--- config.mk ---
export PLATFORM = sky130hd
export DESIGN_NAME = result_to_bcd_digits
export DESIGN_NICKNAME = d
export VERILOG_FILES = /design/src/rtl/result_to_bcd_digits.sv
export SDC_FILE = /design/constraint.sdc
export NUM_CORES = 1
export LEC_CHECK = 0
export BUFFER_PORTS_ARGS = -buffer_cell sky130_fd_sc_hd__buf_4
export CAP_MARGIN = 20
export CORE_MARGIN = 3
export CORE_UTILIZATION = 55
export CTS_BUF_LIST = sky130_fd_sc_hd__clkbuf_16
export DETAILED_ROUTE_END_ITERATION = 10
export GPL_TIMING_DRIVEN = 0
export HOLD_SLACK_MARGIN = 0.02
export PLACE_DENSITY_LB_ADDON = 0.15
export SYNTH_ARGS = -nofsm -noshare
export SYNTH_HDL_FRONTEND = slang
export SYNTH_SLANG_ARGS = --single-unit
--- constraint.sdc ---
create_clock -name clk -period 2.4 [get_ports clk]
set_input_delay 0.12 -clock clk [delete_from_list [all_inputs] [get_ports clk]]
set_output_delay 0.12 -clock clk [all_outputs]
set_load 0.02 [all_outputs]
--- src/rtl/result_to_bcd_digits.sv ---
// Signed binary to blanked BCD digit converter using sequential double-dabble.
// One iteration per clock, WIDTH iterations, then a single cycle to apply
// leading-zero blanking and publish the digits with a one-cycle done pulse.
module result_to_bcd_digits #(
    parameter int unsigned WIDTH  = 16,
    parameter int unsigned DIGITS = 5
) (
    input  logic                  clk,
    input  logic                  rst,
    input  logic                  start,
    input  logic [WIDTH-1:0]      value,
    output logic                  busy,
    output logic                  done,
    output logic [4*DIGITS-1:0]   digits,
    output logic                  negative
);

    localparam int unsigned BCD_W = 4 * DIGITS;
    localparam int unsigned CNT_W = $clog2(WIDTH + 1);
    localparam int unsigned DD_W  = BCD_W + WIDTH;

    // Reset display: units digit shows 0, every higher digit blanked.
    localparam logic [BCD_W-1:0] RESET_DIGITS = {BCD_W{1'b1}} << 4;

    typedef enum logic [1:0] {
        IDLE  = 2'd0,
        SHIFT = 2'd1,
        BLANK = 2'd2
    } state_t;

    state_t             state;
    logic [WIDTH-1:0]   bin;
    logic [BCD_W-1:0]   bcd;
    logic [CNT_W-1:0]   iter;
    logic               sign;

    logic [WIDTH-1:0]   magnitude;
    logic [BCD_W-1:0]   bcd_adj;
    logic [DD_W-1:0]    dd_next;
    logic [BCD_W-1:0]   blanked;
    logic               leading;

    // Magnitude of the input; the most-negative value maps to 2^(WIDTH-1).
    always_comb begin
        magnitude = value;
        if (value[WIDTH-1]) begin
            magnitude = ~value + WIDTH'(1);
        end
    end

    // Double-dabble step: add 3 to each nibble >= 5, then shift {bcd, bin} left.
    always_comb begin
        bcd_adj = bcd;
        for (int k = 0; k < int'(DIGITS); k++) begin
            if (bcd[4*k +: 4] >= 4'd5) begin
                bcd_adj[4*k +: 4] = bcd[4*k +: 4] + 4'd3;
            end
        end
        dd_next = {bcd_adj, bin} << 1;
    end

    // Leading-zero blanking; the units digit is never blanked.
    always_comb begin
        blanked = bcd;
        leading = 1'b1;
        for (int k = int'(DIGITS) - 1; k >= 1; k--) begin
            if (leading && (bcd[4*k +: 4] == 4'd0)) begin
                blanked[4*k +: 4] = 4'hF;
            end else begin
                leading = 1'b0;
            end
        end
    end

    // Conversion FSM with registered outputs.
    always_ff @(posedge clk) begin
        if (rst) begin
            state    <= IDLE;
            bin      <= '0;
            bcd      <= '0;
            iter     <= '0;
            sign     <= 1'b0;
            busy     <= 1'b0;
            done     <= 1'b0;
            negative <= 1'b0;
            digits   <= RESET_DIGITS;
        end else begin
            done <= 1'b0;
            case (state)
                IDLE: begin
                    if (start) begin
                        bin   <= magnitude;
                        sign  <= value[WIDTH-1];
                        bcd   <= '0;
                        iter  <= '0;
                        busy  <= 1'b1;
                        state <= SHIFT;
                    end
                end
                SHIFT: begin
                    bcd  <= dd_next[DD_W-1:WIDTH];
                    bin  <= dd_next[WIDTH-1:0];
                    iter <= iter + CNT_W'(1);
                    if (iter == CNT_W'(WIDTH - 1)) begin
                        state <= BLANK;
                    end
                end
                BLANK: begin
                    digits   <= blanked;
                    negative <= sign;
                    done     <= 1'b1;
                    busy     <= 1'b0;
                    state    <= IDLE;
                end
                default: begin
                    state <= IDLE;
                    busy  <= 1'b0;
                end
            endcase
        end
    end

endmodule

# After elaboration in Yosys (flattened, before gate mapping)
# Index checks and enable logic that the tools add are counted.
# Widths: inputs -> output; s select.
dict set report classes {
  add_sub_neg 7
  magnitude_cmp 5
  n_eq_ne 5
  muxes 25
  bitwise 2
  n_reduce_logical 13
}
# operator count
set op_table {}
lappend op_table {{$pmux 20 s2} 1}
lappend op_table {{$mux 16} 2}
lappend op_table {{$mux 4} 8}
lappend op_table {{$pmux 16 s2} 1}
lappend op_table {{$ge 4x3->1 const B} 5}
lappend op_table {{$mux 20} 1}
lappend op_table {{$add 16x1->16 const B} 1}
lappend op_table {{$add 4x2->4 const B} 4}
lappend op_table {{$logic_not 4->1} 4}
lappend op_table {{$not 16->16} 1}
lappend op_table {{$pmux 5 s2} 1}
lappend op_table {{$reduce_and 2->1} 4}
lappend op_table {{$add 5x1->5 const B} 1}
lappend op_table {{$eq 5x4->1 const B} 1}
lappend op_table {{$mux 1} 5}
lappend op_table {{$mux 5} 1}
lappend op_table {{$mux 2} 2}
lappend op_table {{$ne 2x2->1 const B} 2}
lappend op_table {{$pmux 2 s2} 1}
lappend op_table {{$add 3x2->3 const B} 1}
lappend op_table {{$logic_and 1x1->1} 3}
lappend op_table {{$mux 3} 1}
lappend op_table {{$eq 2x1->1 const B} 1}
lappend op_table {{$eq 2x2->1 const B} 1}
lappend op_table {{other kinds (4)} 4}
dict set report word_totals {
  reg_bits 67
  inputBits 19
  out_inout_bits 23
  wordCells 66
}

# Depth between registers and ports, before layout
dict set report depth {
  depth_word 8
  depth_mapped 7
  mapped_depth_nobuf 6
}

# Worst setup path after synthesis
# Ideal clock, no wire load.
dict set report synth_timing {
  path_type {register to register}
  start {register bcd[16]}
  end {register digits[6]}
  setup_time_ns 0.069
  arrival_time_ns 1.687
  required_ns 2.331
  slack_ns 0.644
  stages_incl_launch_ff 7
  n_path_buf 0
  period_less_slack_ns 1.756
  path_cell_list {dfxtp_1 > inv_1 > ha_1 > or3b_1 > nor4_4 > a311oi_1 > o21ai_1}
}
dict set report synth_between {
  elab_chain_cells 8
}
# element line
set synth_rtl {}
lappend synth_rtl {{start: declaration} 33} ;# logic [BCD_W-1:0] bcd;
lappend synth_rtl {{start signal: assignment} 101} ;# bcd <= dd_next[DD_W-1:WIDTH];
lappend synth_rtl {{$logic_not 4->1 (*)} 67} ;# if (leading && (bcd[4*k +: 4] == 4'd0)) begin
lappend synth_rtl {{$mux 1 (*)} 67}
lappend synth_rtl {{$logic_and 1x1->1} 67}
lappend synth_rtl {{$mux 1 (*)} 67}
lappend synth_rtl {{$logic_and 1x1->1} 67}
lappend synth_rtl {{$mux 1 (*)} 67}
lappend synth_rtl {{$logic_and 1x1->1 (*)} 67}
lappend synth_rtl {{$mux 4 (*)} 67}
lappend synth_rtl {{end signal: assignment} 109} ;# digits <= blanked;
lappend synth_rtl {{end: declaration} 14} ;# output logic [4*DIGITS-1:0] digits,
# Every way passes the cells marked *; elsewhere a longest branch is shown, timed or not.
# A chain may end at the register's enable or synchronous reset.

# Worst setup path in the final report
dict set report layout_timing {
  start {register bcd[16]}
  end {register digits[7]}
}
# Same word-level chain as after synthesis.

==> results.toml <==
[sta]
period_minus_slack_ns = 2.047
max_slew.worst_pin.slew_ns = 0.6268
tns_ns = 0
maxClockFrequency_mhz = 488.6
finalClockSkew_ns = 0.006273
setup_viol = 0
timing.max_slew.rel_slack_pct = 58.12
drv_slew = 0
hold_viol = 0
finalCritPeriodShare_pct = 85.27
fin_hold_ws_ns = 0.06714
unrepaired_setup_endpoints_after_global_routing = "no"

[die]
floorplan.core_area_um2 = 5574
floorplan.die_area_um2 = 6800
floorplan.rows = 27
die_x_um = 82.46
ioPinCount = 42
die_height_um = 82.46
initial_core_util_pct = 57.69

[run]
maxCapViolCount = 0

[cts]
cts-resized-gates = 0
htree_levels = 3
count_of_hold_fix_buffers_inserted_at_cts = 0
cts_buffers = 9
clk_root_buffer_cell = "clkbuf_16"
postCtsSetupBuffers = 0
clock_tree.buffer_depth = 2
clk-insertion-delay-late_ns = 0.33
tritoncts = "yes"
cts.reportedPaths.clkPinSlew_ns = 0.05
cts.sinks = 67

[logic_synthesis]
edff_count_synth = 0
async_reset_ff_share_pct = 0
synthesis.yosys.warnings = 0
ys_types = 46
yosys-top-cells-area = "dfxtp_1 (42%), ha_1 (6.2%), o21ai_1 (5.6%), nand2_1 (3.9%), xor2_1 (3.5%)"
synth_nets = 403
ys_seq_area_share_pct = 41.71
synth_seq_cells = 67
gate_count_after_technology_mapping = 368
synthDominantCellAreaShare_pct = 41.71
mappedNetlistArea_um2 = 3216
most_used_flip_flop_cell_after_synthesis = "dfxtp_1"
synth_top_area_cell = "dfxtp_1"
syn_area_per_cell_um2 = 8.738

[power_and_ir_drop]
p_leak_nw = 1.511
max-vdd-ir-drop_mv = 0.3878
power.density_nw_per_um2 = 647.4

[route]
via_count = 2792
detailedRoute.firstIterationViolations = 121
detail_route.drc_violations = 0
total_iterations_of_the_first_detailed_routing_run = 4
wirelength_mm = 7.269
ant_nets = 0
routed_via_density = 5.629
wire_per_inst_um = 14.66

[grt]
grt_start_max_net_pins = 12
globalRouteMet3Util_pct = 3.471
global_route_wire_length_before_repair_mm = 11.84
grtUsageMet1_pct = 26.16
gr-usage-met2_pct = 40.87
global_route.peak_usage_layer = "met2"
initial_antenna_violation_count = 0
track_usage_pct = 22.84
first_global_vias = 2626
global_route.overflow_total = 0

[critical_path]
r2r.worst_path.cells = 6
timing.critical_path.to_type = "flop"
worst-r2r-setup-slack_ns = 0.35
critical_path_required_ns = 2.66
setup.worst_path.class = "flop to flop"
cp_data_arrival_time_ns = 2.31
critPathMaxFanout = 8
start_kind = "flop"
startpoint_of_the_most_critical_register_to_register_path = "bcd[16]"
reg2reg_to = "digits[7]"

[run_status]
run_status = "completed"

[worst_hold_path]
worstHoldEndpoint = "bin[12]"
worst_hold_path.num_cells = 3
timing.hold.worst.start = "value[12]"
worst_hold_path_type = "primary input to flop"

[placed_design]
dp_hpwl_mm = 5.164
port-buffer-count = 40
place_congestion = 0.8377

[finish]
post_route_cells_drive_above_1_share_pct = 15.57
diodes_inserted = 0
final_core_util_pct = 69.36
design.final.nets = 454
area_delta_synth_final_pct = 20.23
registers in the layout, indices dropped and copies added (netlist names):
| register | count |
|---|---|
| iter | 5 |
| state | 2 |
| busy | 1 |
| sign | 1 |
| digits | 20 |
| bcd | 20 |
| negative | 1 |
| bin | 16 |
| done | 1 |
cells in the final DEF, fill, tap and decap left out, types with 3 or more instances in the layout:
master	count
a21oi_1	22
a22o_1	7
a22oi_1	13
and3_1	3
buf_4	40
clkbuf_1	19
clkbuf_16	9
clkinv_2	4
dfxtp_1	67
ha_1	16
inv_1	16
mux2i_1	5
nand2_1	33
nand2b_1	10
nand3_1	5
nor2_1	21
nor3_1	13
nor3b_1	3
o21ai_0	5
o21ai_1	36
o22ai_1	9
o31ai_1	5
o41ai_2	4
or4_1	3
xnor2_1	7
xor2_1	13
per-layer routing:
layer / up-vias / part of all wire [%]
met2: 61 / 51
li1: 1424 / -
met5: - / 0
met4: 0 / 1.7
met3: 13 / 4.7
met1: 1294 / 43
worst max-delay path, cell delays in order, from the launching register on:
cell,delay [ns]
dfxtp_1,0.34
inv_1,0.10
ha_1,0.25
or3b_1,0.45
nor4_4,0.51
a311oi_1,0.18
o21ai_1,0.15
worst max-delay path by stage:
stage | startpoint | endpoint | slack (ns) | cells past startpoint
finish | bcd[16] | digits[7] | 0.35 | 6
global route | bcd[16] | digits[7] | 0.19 | 6
CTS | bcd[16] | digits[7] | 0.36 | 6
detailed placement | bcd[16] | digits[7] | 0.41 | 6
global placement | bcd[16] | digits[7] | 0.44 | 6
floorplan | bcd[16] | digits[6] | 0.64 | 6
cells in the mapped netlist, types with 3 or more instances:
cell / number
dfxtp_1: 67
o21ai_1: 36
nand2_1: 33
a21oi_1: 22
nor2_1: 21
clkbuf_1: 19
ha_1: 16
inv_1: 16
a22oi_1: 13
nor3_1: 13
xor2_1: 13
nand2b_1: 10
o22ai_1: 9
a22o_1: 7
xnor2_1: 7
mux2i_1: 5
nand3_1: 5
o21ai_0: 5
o31ai_1: 5
o41ai_2: 4
and3_1: 3
nor3b_1: 3
or4_1: 3
power by group:
part           internal, mW  switching [mW]
combinational        0.0765           0.124
clock                 0.682           0.459
sequential             1.14          0.0190
final cells by class:
cell class              instances  area [um2]
fillers                       465        1708
plain buffers                  22       92.59
clock buffers                   9       225.2
clock inverters                 7       35.03
well taps                      72       90.09
multi-input cells             262        1718
flip-flops and latches         67        1341
repair buffers                 40       300.3
inverters                      17       63.81
kinds of logic (layout without fill, tap and decap cells):
| family | count (synthesis) | in the layout | synth area share, % |
|---|---|---|---|
| compound gates | 113 | 113 | 22.80 |
| xor+xnor | 20 | 20 | 5.448 |
| fa+ha+maj | 16 | 16 | 6.226 |
| buf+inv | 39 | 95 | 4.864 |
| flops | 67 | 67 | 41.71 |
| mux | 5 | 5 | 1.556 |
| simple gates | 108 | 108 | 17.39 |
stage by stage:
step,area [um2],std cells,worst slack [ns],power (mW)
floorplan,3216,368,0.6437,1.305
global placement,3606,480,0.4396,1.380
detailed placement,3606,480,0.4066,1.386
CTS,3866,496,0.3619,2.518
global route,3866,496,0.1908,2.586
finish,3866,496,0.3534,2.503
Power figures use the tool's default switching activity.
